**config.mk**
```make
export PLATFORM = sky130hd
export DESIGN_NAME = lif_neuron_array
export DESIGN_NICKNAME = d
export VERILOG_FILES = /design/src/rtl/lif_array_pkg.sv /design/src/rtl/lif_update_core.sv /design/src/rtl/lif_neuron_array.sv
export SDC_FILE = /design/constraint.sdc
export NUM_CORES = 1
export LEC_CHECK = 0
export CORE_ASPECT_RATIO = 0.6
export CORE_MARGIN = 4
export CORE_UTILIZATION = 25
export DETAILED_ROUTE_END_ITERATION = 10
export PLACE_DENSITY = 0.51
export SYNTH_ARGS = -nofsm -noshare
export SYNTH_HDL_FRONTEND = slang
export SYNTH_SLANG_ARGS = --single-unit
export TNS_END_PERCENT = 1
```
**constraint.sdc**
```tcl
create_clock -name CLK -period 8.39 [get_ports CLK]
set_clock_uncertainty 0.2 [all_clocks]
set_input_delay 1.678 -clock CLK [delete_from_list [all_inputs] [get_ports CLK]]
set_output_delay 1.678 -clock CLK [all_outputs]
set_load 0.1 [all_outputs]
```
**src/rtl/lif_array_pkg.sv**
```systemverilog
// Shared request encoding and saturating arithmetic helpers for the LIF neuron array.
package lif_array_pkg;

  typedef enum logic [1:0] {
    REQ_EXC  = 2'b00,
    REQ_INH  = 2'b01,
    REQ_LEAK = 2'b10,
    REQ_CLR  = 2'b11
  } req_type_e;

  // Signed add clamped to the range of a width-bit two's complement value.
  function automatic int sat_add(input int a, input int b, input int width);
    int hi;
    int lo;
    int s;
    int r;
    hi = (1 << (width - 1)) - 1;
    lo = -hi - 1;
    s  = a + b;
    if (s > hi)
      r = hi;
    else if (s < lo)
      r = lo;
    else
      r = s;
    return r;
  endfunction

  // Moves v toward zero by leak without crossing zero.
  function automatic int leak_toward_zero(input int v, input int leak);
    int r;
    if (v > leak)
      r = v - leak;
    else if (v < -leak)
      r = v + leak;
    else
      r = 0;
    return r;
  endfunction

endpackage

```
**src/rtl/lif_update_core.sv**
```systemverilog
// Combinational next-state function for one LIF neuron: synaptic input, leak, clear,
// refractory blocking and fire detection.
module lif_update_core
  import lif_array_pkg::*;
#(
  parameter int SYN_WEIGHT_WIDTH   = 4,
  parameter int MEMPOTENTIAL_WIDTH = 9,
  parameter int REC_WIDTH          = 3
) (
  input  logic [MEMPOTENTIAL_WIDTH-1:0] v,
  input  logic [REC_WIDTH-1:0]          rec,
  input  req_type_e                     req_type,
  input  logic [SYN_WEIGHT_WIDTH-1:0]   weight,
  input  logic [MEMPOTENTIAL_WIDTH-1:0] thr,
  input  logic [MEMPOTENTIAL_WIDTH-2:0] leak,
  input  logic                          leak_en,
  input  logic [REC_WIDTH-1:0]          rec_load,
  output logic [MEMPOTENTIAL_WIDTH-1:0] v_nxt,
  output logic [REC_WIDTH-1:0]          rec_nxt,
  output logic                          fire,
  output logic                          blocked
);

  localparam int M = MEMPOTENTIAL_WIDTH;

  int v_i;
  int thr_i;
  int w_i;
  int leak_i;
  int res;

  always_comb begin
    v_i     = int'($signed(v));
    thr_i   = int'($signed(thr));
    w_i     = int'(weight);
    leak_i  = int'(leak);
    res     = v_i;
    rec_nxt = rec;
    fire    = 1'b0;
    blocked = ((req_type == REQ_EXC) || (req_type == REQ_INH)) && (rec != '0);

    case (req_type)
      REQ_EXC: begin
        if (!blocked) begin
          res  = sat_add(v_i, w_i, M);
          fire = (res >= thr_i);
        end
      end
      REQ_INH: begin
        if (!blocked)
          res = sat_add(v_i, -w_i, M);
      end
      REQ_LEAK: begin
        if (rec != '0)
          rec_nxt = rec - REC_WIDTH'(1);
        else if (leak_en)
          res = leak_toward_zero(v_i, leak_i);
      end
      REQ_CLR: begin
        res     = 0;
        rec_nxt = '0;
      end
      default: ;
    endcase

    if (fire) begin
      res     = 0;
      rec_nxt = rec_load;
    end

    v_nxt = res[M-1:0];
  end

endmodule

```
**src/rtl/lif_neuron_array.sv**
```systemverilog
// Time-multiplexed LIF neuron array: state flops, one-deep update stage with
// same-address forwarding, and a back-pressured spike output register.
module lif_neuron_array
  import lif_array_pkg::*;
#(
  parameter int NUM_NEURONS        = 16,
  parameter int SYN_WEIGHT_WIDTH   = 4,
  parameter int MEMPOTENTIAL_WIDTH = 9,
  parameter int REC_WIDTH          = 3
) (
  input  logic                             CLK,
  input  logic                             RST,
  input  logic                             req_valid,
  output logic                             req_ready,
  input  logic [$clog2(NUM_NEURONS)-1:0]   req_addr,
  input  logic [1:0]                       req_type,
  input  logic [SYN_WEIGHT_WIDTH-1:0]      req_weight,
  input  logic [MEMPOTENTIAL_WIDTH-1:0]    param_thr,
  input  logic [MEMPOTENTIAL_WIDTH-2:0]    param_leak,
  input  logic                             param_leak_en,
  input  logic [REC_WIDTH-1:0]             param_rec,
  output logic                             spk_valid,
  input  logic                             spk_ready,
  output logic [$clog2(NUM_NEURONS)-1:0]   spk_addr
);

  localparam int AW = $clog2(NUM_NEURONS);
  localparam int M  = MEMPOTENTIAL_WIDTH;

  logic [M-1:0]                  v_mem   [NUM_NEURONS];
  logic [REC_WIDTH-1:0]          rec_mem [NUM_NEURONS];

  logic                          s1_valid;
  logic [AW-1:0]                 s1_addr;
  req_type_e                     s1_type;
  logic [SYN_WEIGHT_WIDTH-1:0]   s1_weight;
  logic [M-1:0]                  s1_v;
  logic [REC_WIDTH-1:0]          s1_rec;

  logic [M-1:0]                  nxt_v;
  logic [REC_WIDTH-1:0]          nxt_rec;
  logic                          core_fire;
  logic                          core_blocked;

  logic                          s1_fire;
  logic                          stall;
  logic                          s1_adv;
  logic                          accept;
  logic                          fwd;

  lif_update_core #(
    .SYN_WEIGHT_WIDTH   (SYN_WEIGHT_WIDTH),
    .MEMPOTENTIAL_WIDTH (MEMPOTENTIAL_WIDTH),
    .REC_WIDTH          (REC_WIDTH)
  ) u_core (
    .v        (s1_v),
    .rec      (s1_rec),
    .req_type (s1_type),
    .weight   (s1_weight),
    .thr      (param_thr),
    .leak     (param_leak),
    .leak_en  (param_leak_en),
    .rec_load (param_rec),
    .v_nxt    (nxt_v),
    .rec_nxt  (nxt_rec),
    .fire     (core_fire),
    .blocked  (core_blocked)
  );

  // A fire may only retire when the spike register is free or draining this cycle.
  assign s1_fire   = s1_valid && core_fire && !core_blocked;
  assign stall     = s1_fire && spk_valid && !spk_ready;
  assign s1_adv    = s1_valid && !stall;
  assign req_ready = !s1_valid || s1_adv;
  assign accept    = req_valid && req_ready;
  assign fwd       = s1_adv && (req_addr == s1_addr);

  always_ff @(posedge CLK or posedge RST) begin
    if (RST) begin
      for (int unsigned i = 0; i < NUM_NEURONS; i++) begin
        v_mem[i]   <= '0;
        rec_mem[i] <= '0;
      end
    end else if (s1_adv) begin
      v_mem[s1_addr]   <= nxt_v;
      rec_mem[s1_addr] <= nxt_rec;
    end
  end

  always_ff @(posedge CLK or posedge RST) begin
    if (RST) begin
      s1_valid  <= 1'b0;
      s1_addr   <= '0;
      s1_type   <= REQ_EXC;
      s1_weight <= '0;
      s1_v      <= '0;
      s1_rec    <= '0;
    end else if (accept) begin
      s1_valid  <= 1'b1;
      s1_addr   <= req_addr;
      s1_type   <= req_type_e'(req_type);
      s1_weight <= req_weight;
      s1_v      <= fwd ? nxt_v   : v_mem[req_addr];
      s1_rec    <= fwd ? nxt_rec : rec_mem[req_addr];
    end else if (s1_adv) begin
      s1_valid  <= 1'b0;
    end
  end

  always_ff @(posedge CLK or posedge RST) begin
    if (RST) begin
      spk_valid <= 1'b0;
      spk_addr  <= '0;
    end else if (s1_adv && s1_fire) begin
      spk_valid <= 1'b1;
      spk_addr  <= s1_addr;
    end else if (spk_ready) begin
      spk_valid <= 1'b0;
    end
  end

endmodule

```
== Word-level counts from Yosys, hierarchy flattened ==
Index checks and enable logic that the tools add are counted.
Word-level totals
  output and inout port bits: 6
  logic and storage cells: 120
  register bits: 220
  input bits: 35
Cells by class
  equality and inequality tests: 4
  bitwise logic cells: 2
  order comparisons: 10
  multiplexer cells: 37
  reductions and logical operators: 20
  add/sub/neg operators: 7
Operators by type and width (number)
  144-bit bitwise mux: 1
  32-bit two-way mux: 4
  9-bit two-way mux: 13
  32-bit by 9-bit > comparator with 1-bit output (second input constant): 2
  32-bit by 9-bit less-than comparator with 1-bit output (second input constant): 2
  48-bit bitwise mux: 1
  9-bit binary-select mux with 4-bit select: 1
  9-bit demux with 4-bit select: 1
  9-bit one-hot mux with 4 select lines: 1
  9-bit by 32-bit adder with 32-bit output: 1
  32-bit by 9-bit greater-or-equal comparator with 1-bit output: 1
  9-bit by 32-bit less-than comparator with 1-bit output: 1
  4-bit negation with 32-bit output: 1
  8-bit negation with 32-bit output: 1
  3-bit two-way mux: 6
  3-bit binary-select mux with 4-bit select: 1
  3-bit demux with 4-bit select: 1
  9-bit by 5-bit adder with 10-bit output: 1
  5-bit greater-or-equal comparator (second input constant): 2
  1-bit logical AND: 10
  4-bit NOT with 5-bit output: 2
  9-bit adder: 1
  9-bit > comparator: 1
  9-bit subtractor: 1
  12 further kinds: 23

== Depth between registers and ports, before layout ==
  word-level depth: 18
  depth in mapped cells: 20
  depth with buffers taken out: 17

== Hierarchy ==
A second synthesis with hierarchy kept.
Unflattened totals
  cell total of the unflattened synthesis: 1162
  area, all modules: 13217.7 sq um
By module, submodules not included
  lif_neuron_array: cells each 718, times used 1, area an instance 10116.0 sq um, seq. area each 5505.3 sq um
  lif_update_core: cells each 444, times used 1, area an instance 3101.7 sq um, seq. area each 0.0 sq um

== Worst setup path after synthesis ==
Ideal clock, no wire load.
  path kind: reg2out
  start: register s1_v[3]
  end: output port req_ready
  path slack: 2.564 ns
  stages on the path, launching flop included: 14
  path buffers: 2
  arrival time: 3.948 ns
  cell sequence: dfrtp_1 -> ha_1 -> buf_2 -> nor3_1 -> nor3_1 -> clkbuf_1 -> o21ai_0 -> o21bai_1 -> a22oi_1 -> ha_1 -> or3b_2 -> a2111oi_0 -> o21ai_0 -> nand4_1
Between the ends
  word-level cells in the longest chain between the ends: 16
Ends and longest elaborated chain
  start: declaration: line lif_neuron_array.sv:37  | logic [M-1:0] s1_v;
  start signal: assignment: line lif_neuron_array.sv:103  | s1_v <= fwd ? nxt_v : v_mem[req_addr];
  9-bit by 5-bit adder with 10-bit output (*): line lif_array_pkg.sv:19  | s = a + b;
  32-bit by 9-bit less-than comparator with 1-bit output: line lif_array_pkg.sv:22  | else if (s < lo)
  32-bit two-way mux: line lif_array_pkg.sv:22
  32-bit two-way mux (*): line lif_array_pkg.sv:20  | if (s > hi)
  32-bit two-way mux (*): line lif_update_core.sv:44  | if (!blocked) begin
  32-bit two-way mux (*): line lif_update_core.sv:42  | case (req_type)
  32-bit by 9-bit greater-or-equal comparator with 1-bit output (*): line lif_update_core.sv:46  | fire = (res >= thr_i);
  1-bit two-way mux (*): line lif_update_core.sv:44
  1-bit two-way mux (*): line lif_update_core.sv:42
  1-bit logical AND (*) (2 in series): line lif_neuron_array.sv:71  | assign s1_fire = s1_valid && core_fire && !core_blocked;
  1-bit logical AND (*) (2 in series): line lif_neuron_array.sv:72  | assign stall = s1_fire && spk_valid && !spk_ready;
  1-bit logical NOT (*): line lif_neuron_array.sv:73  | assign s1_adv = s1_valid && !stall;
  1-bit logical AND (*): line lif_neuron_array.sv:73
  1-bit logical OR (*): line lif_neuron_array.sv:74  | assign req_ready = !s1_valid || s1_adv;
  end: declaration: line lif_neuron_array.sv:14  | output logic req_ready,
Every way passes the cells marked *; elsewhere a longest branch is shown, timed or not. The select of a mux whose other input is x is not followed.

== Worst setup path in the final report ==
  start: register s1_v[1]
  end: output port req_ready
Same word-level chain as after synthesis.

==> reports/qor.txt <==
status -> finished clean
first-pass GRT wire length -> 58.9 mm
GRT Overall Usage -> 13.8%
initial antenna violation count -> 0
grt ovf -> 0
routing usage on met3 -> 2.83%
Post-Layout Cell Count -> 1940
Main synth FF type -> dfrtp_1
hold_buf cts -> 0
largest net degree at the start of global routing -> 111
Mapped Area -> 12800 µm²
CP Launch Type -> flop
first drt pass iteration count -> 5
# diodes -> 0
cts bufs inserted -> 23
RePlAce Congestion -> 0.885
setup ws final -> 0.797 ns
post-CTS sizing -> 0
Gate Count Post-Synth -> 1236
WHS Endpoint -> rec_mem[47]
Placed Area -> 13900 µm²
Peak supply drop -> 0.183 mV
Cells after DPL -> 1899
dpl ws -> 1.46 ns
Yosys warnings -> 0
final hold viol count -> 0
min-delay src -> rec_mem[47]
register area share after synthesis -> 43.1%
most common cell after layout, fill and taps aside -> dfrtp_1
final wirelength -> 38.0 mm
Core Area -> 49900 µm²
met2 Resource Use GR -> 18.8%
Worst Setup Path Type -> flop to output pin
Die H -> 183 µm
WL per Instance -> 19.6 µm
reg2reg end -> rec_mem[1]
CP endpoint kind -> output pin
Slew headroom -> 20.6%
RSZ-0062 raised after global routing -> false
Seq cells post-synth -> 220
top fanout value on the critical path -> 10
EDFF count, synth -> 0
CP required -> 6.51 ns
vias in the first global route -> 9299
worst hold slack -> 0.275 ns
DIE WIDTH -> 300 µm
fraction of layout cells with a size suffix above 1 -> 18.0%
initial DRC count -> 878
Fmax -> 132 MHz
asr flop ratio synth -> 100%
Vias/cell -> 4.96
R2R setup slack -> 1.67 ns
Worst-Margin Slew -> 1.19 ns
# nets final -> 1340
most frequent cells in the layout -> dfrtp_1, nand2_1, o21ai_0, mux2_2, mux4_2
R2R depth -> 13
Detailed Place HPWL -> 26.9 mm
combinational family with the most area after synthesis -> multiplexers
placement row count -> 63
CTS tree -> done
HP Class -> flop to flop
Final setup violation count -> 0
reg-to-reg startpoint -> s1_v[1]
Most Used Layer, Global Route -> met1
Final period util -> 90.5%
Sink Count -> 220
Pwr Density -> 364 nW/µm²
number of nets with antenna violations after routing -> 0
# fillers -> 5160
Ports -> 41
setup TNS -> 0 ns
Distinct cells, synth -> 80
Avg Inst Size Synth -> 10.3 µm²
postcts setup bufs -> 0
Hold Crit Depth -> 2
clk_lat worst skew -> 0.53 ns
Crit. Startpoint -> s1_v[1]
clk buf depth -> 3
# DRC -> 0
Leakage -> 0.00635 µW
post-synthesis mux area share -> 17.2%
Syn Nets -> 1334
Starting Density -> 25.6%
Area growth, synth to finish -> 14.8%
simple-gate share of the synthesized area -> 12.5%
crit path time final -> 7.59 ns
# port buffers -> 40
Synth Area in Adders -> 6.41%
Synth Area in Compound Gates -> 14.8%
clk root buf -> clkbuf_16
Worst EP arrival -> 5.72 ns
Die ar. -> 54800 µm²
Vias -> 9618
Final Cell Area -> 14600 µm²
Reg clk slew, reported paths -> 0.06 ns
Max Cap Violations -> 0
count of pins over their slew limit -> 0
xor/xnor cell area share of the yosys netlist -> 1.51%
GRT met1 Usage -> 22.2%
H-tree depth reported by CTS -> 1
[report_power, final]
group	switching, µW	internal, µW
sequential	277	1490
combinational	1530	1010
clock	443	589
total	2250	3090
[metal layers]
metal	up-vias	part of all wire [%]
li1	4478	-
met1	4862	52
met2	238	39
met3	38	6.5
met4	2	1.3
met5	-	0.32
[flip-flops by register name, summed over array words and instances (netlist names)]
| name | flops |
|---|---|
| s1_type | 2 |
| s1_addr | 4 |
| s1_v | 9 |
| s1_weight | 4 |
| spk_addr | 4 |
| s1_rec | 3 |
| s1_valid | 1 |
| rec_mem | 48 |
| v_mem | 144 |
| spk_valid | 1 |
[through the flow]
step / total power [µW] / utilization [%]
2_1_floorplan: 3530 / -
3_3_place_gp: 4220 / 27.8
3_5_place_dp: 4270 / 27.8
4_1_cts: 5330 / 29.3
5_1_grt: 5700 / 29.3
6_report: 5330 / 29.3
[critical path: stages (launching register included)]
cell             delay [ns]
dfrtp_1                0.62
ha_1                   0.33
nand2b_1               0.17
a221oi_1               0.83
o21ai_0                0.26
and2_1                 0.24
ha_1                   0.29
or3b_2                 0.47
a2111oi_0              0.40
o21ai_0                0.22
nand4_1                0.21
clkdlybuf4s50_1        1.16
[cell usage after synthesis (5+ instances only)]
cell / count / area [µm²]
a21o_1: 10 / 75.1
a21oi_1: 38 / 190
a22oi_1: 10 / 75.1
a31oi_1: 8 / 50.1
and2_1: 5 / 31.3
buf_1: 7 / 26.3
buf_2: 8 / 40.0
clkbuf_1: 74 / 278
dfrtp_1: 220 / 5510
ha_1: 59 / 738
inv_1: 51 / 191
mux2_2: 69 / 777
mux4_2: 60 / 1350
nand2_1: 185 / 694
nand2b_1: 9 / 56.3
nand3_1: 26 / 130
nand4_1: 11 / 68.8
nand4b_1: 6 / 52.6
nor2_1: 47 / 176
nor2b_1: 12 / 75.1
nor3_1: 23 / 115
nor4_1: 8 / 50.1
o211ai_1: 6 / 45.0
o21a_1: 10 / 75.1
o21ai_0: 149 / 746
o21ai_2: 10 / 87.6
o31ai_1: 5 / 37.5
xnor2_1: 16 / 140
xor2_1: 6 / 52.6
[cell type report]
class	instances	area, µm²	area share [%]
Clock buffer	28	614	4.20
Clock inverter	13	136	0.931
Inverter	54	210	1.44
Multi-Input combinational cell	871	6690	45.7
Sequential cell	220	5510	37.6
Tap cell	682	853	5.83
Timing Repair Buffer	72	633	4.32
[logic make-up after synthesis]
family | count (synthesis)
AND/OR/NAND/NOR | 352
multiplexers | 134
adder cells (fa/ha/maj) | 63
flip-flops | 220
AO/OA/AOI/OAI | 300
buffers and inverters | 145
XOR/XNOR | 22
[worst max-delay path by stage]
stage	cells past startpoint	slack, ns	end
2_1_floorplan	1	0.49	rec_mem[0]
3_3_place_gp	11	1.52	req_ready
3_5_place_dp	11	1.46	req_ready
4_1_cts	11	0.90	req_ready
5_1_grt	11	0.45	req_ready
6_report	11	0.80	req_ready
Power figures use the tool's default switching activity.
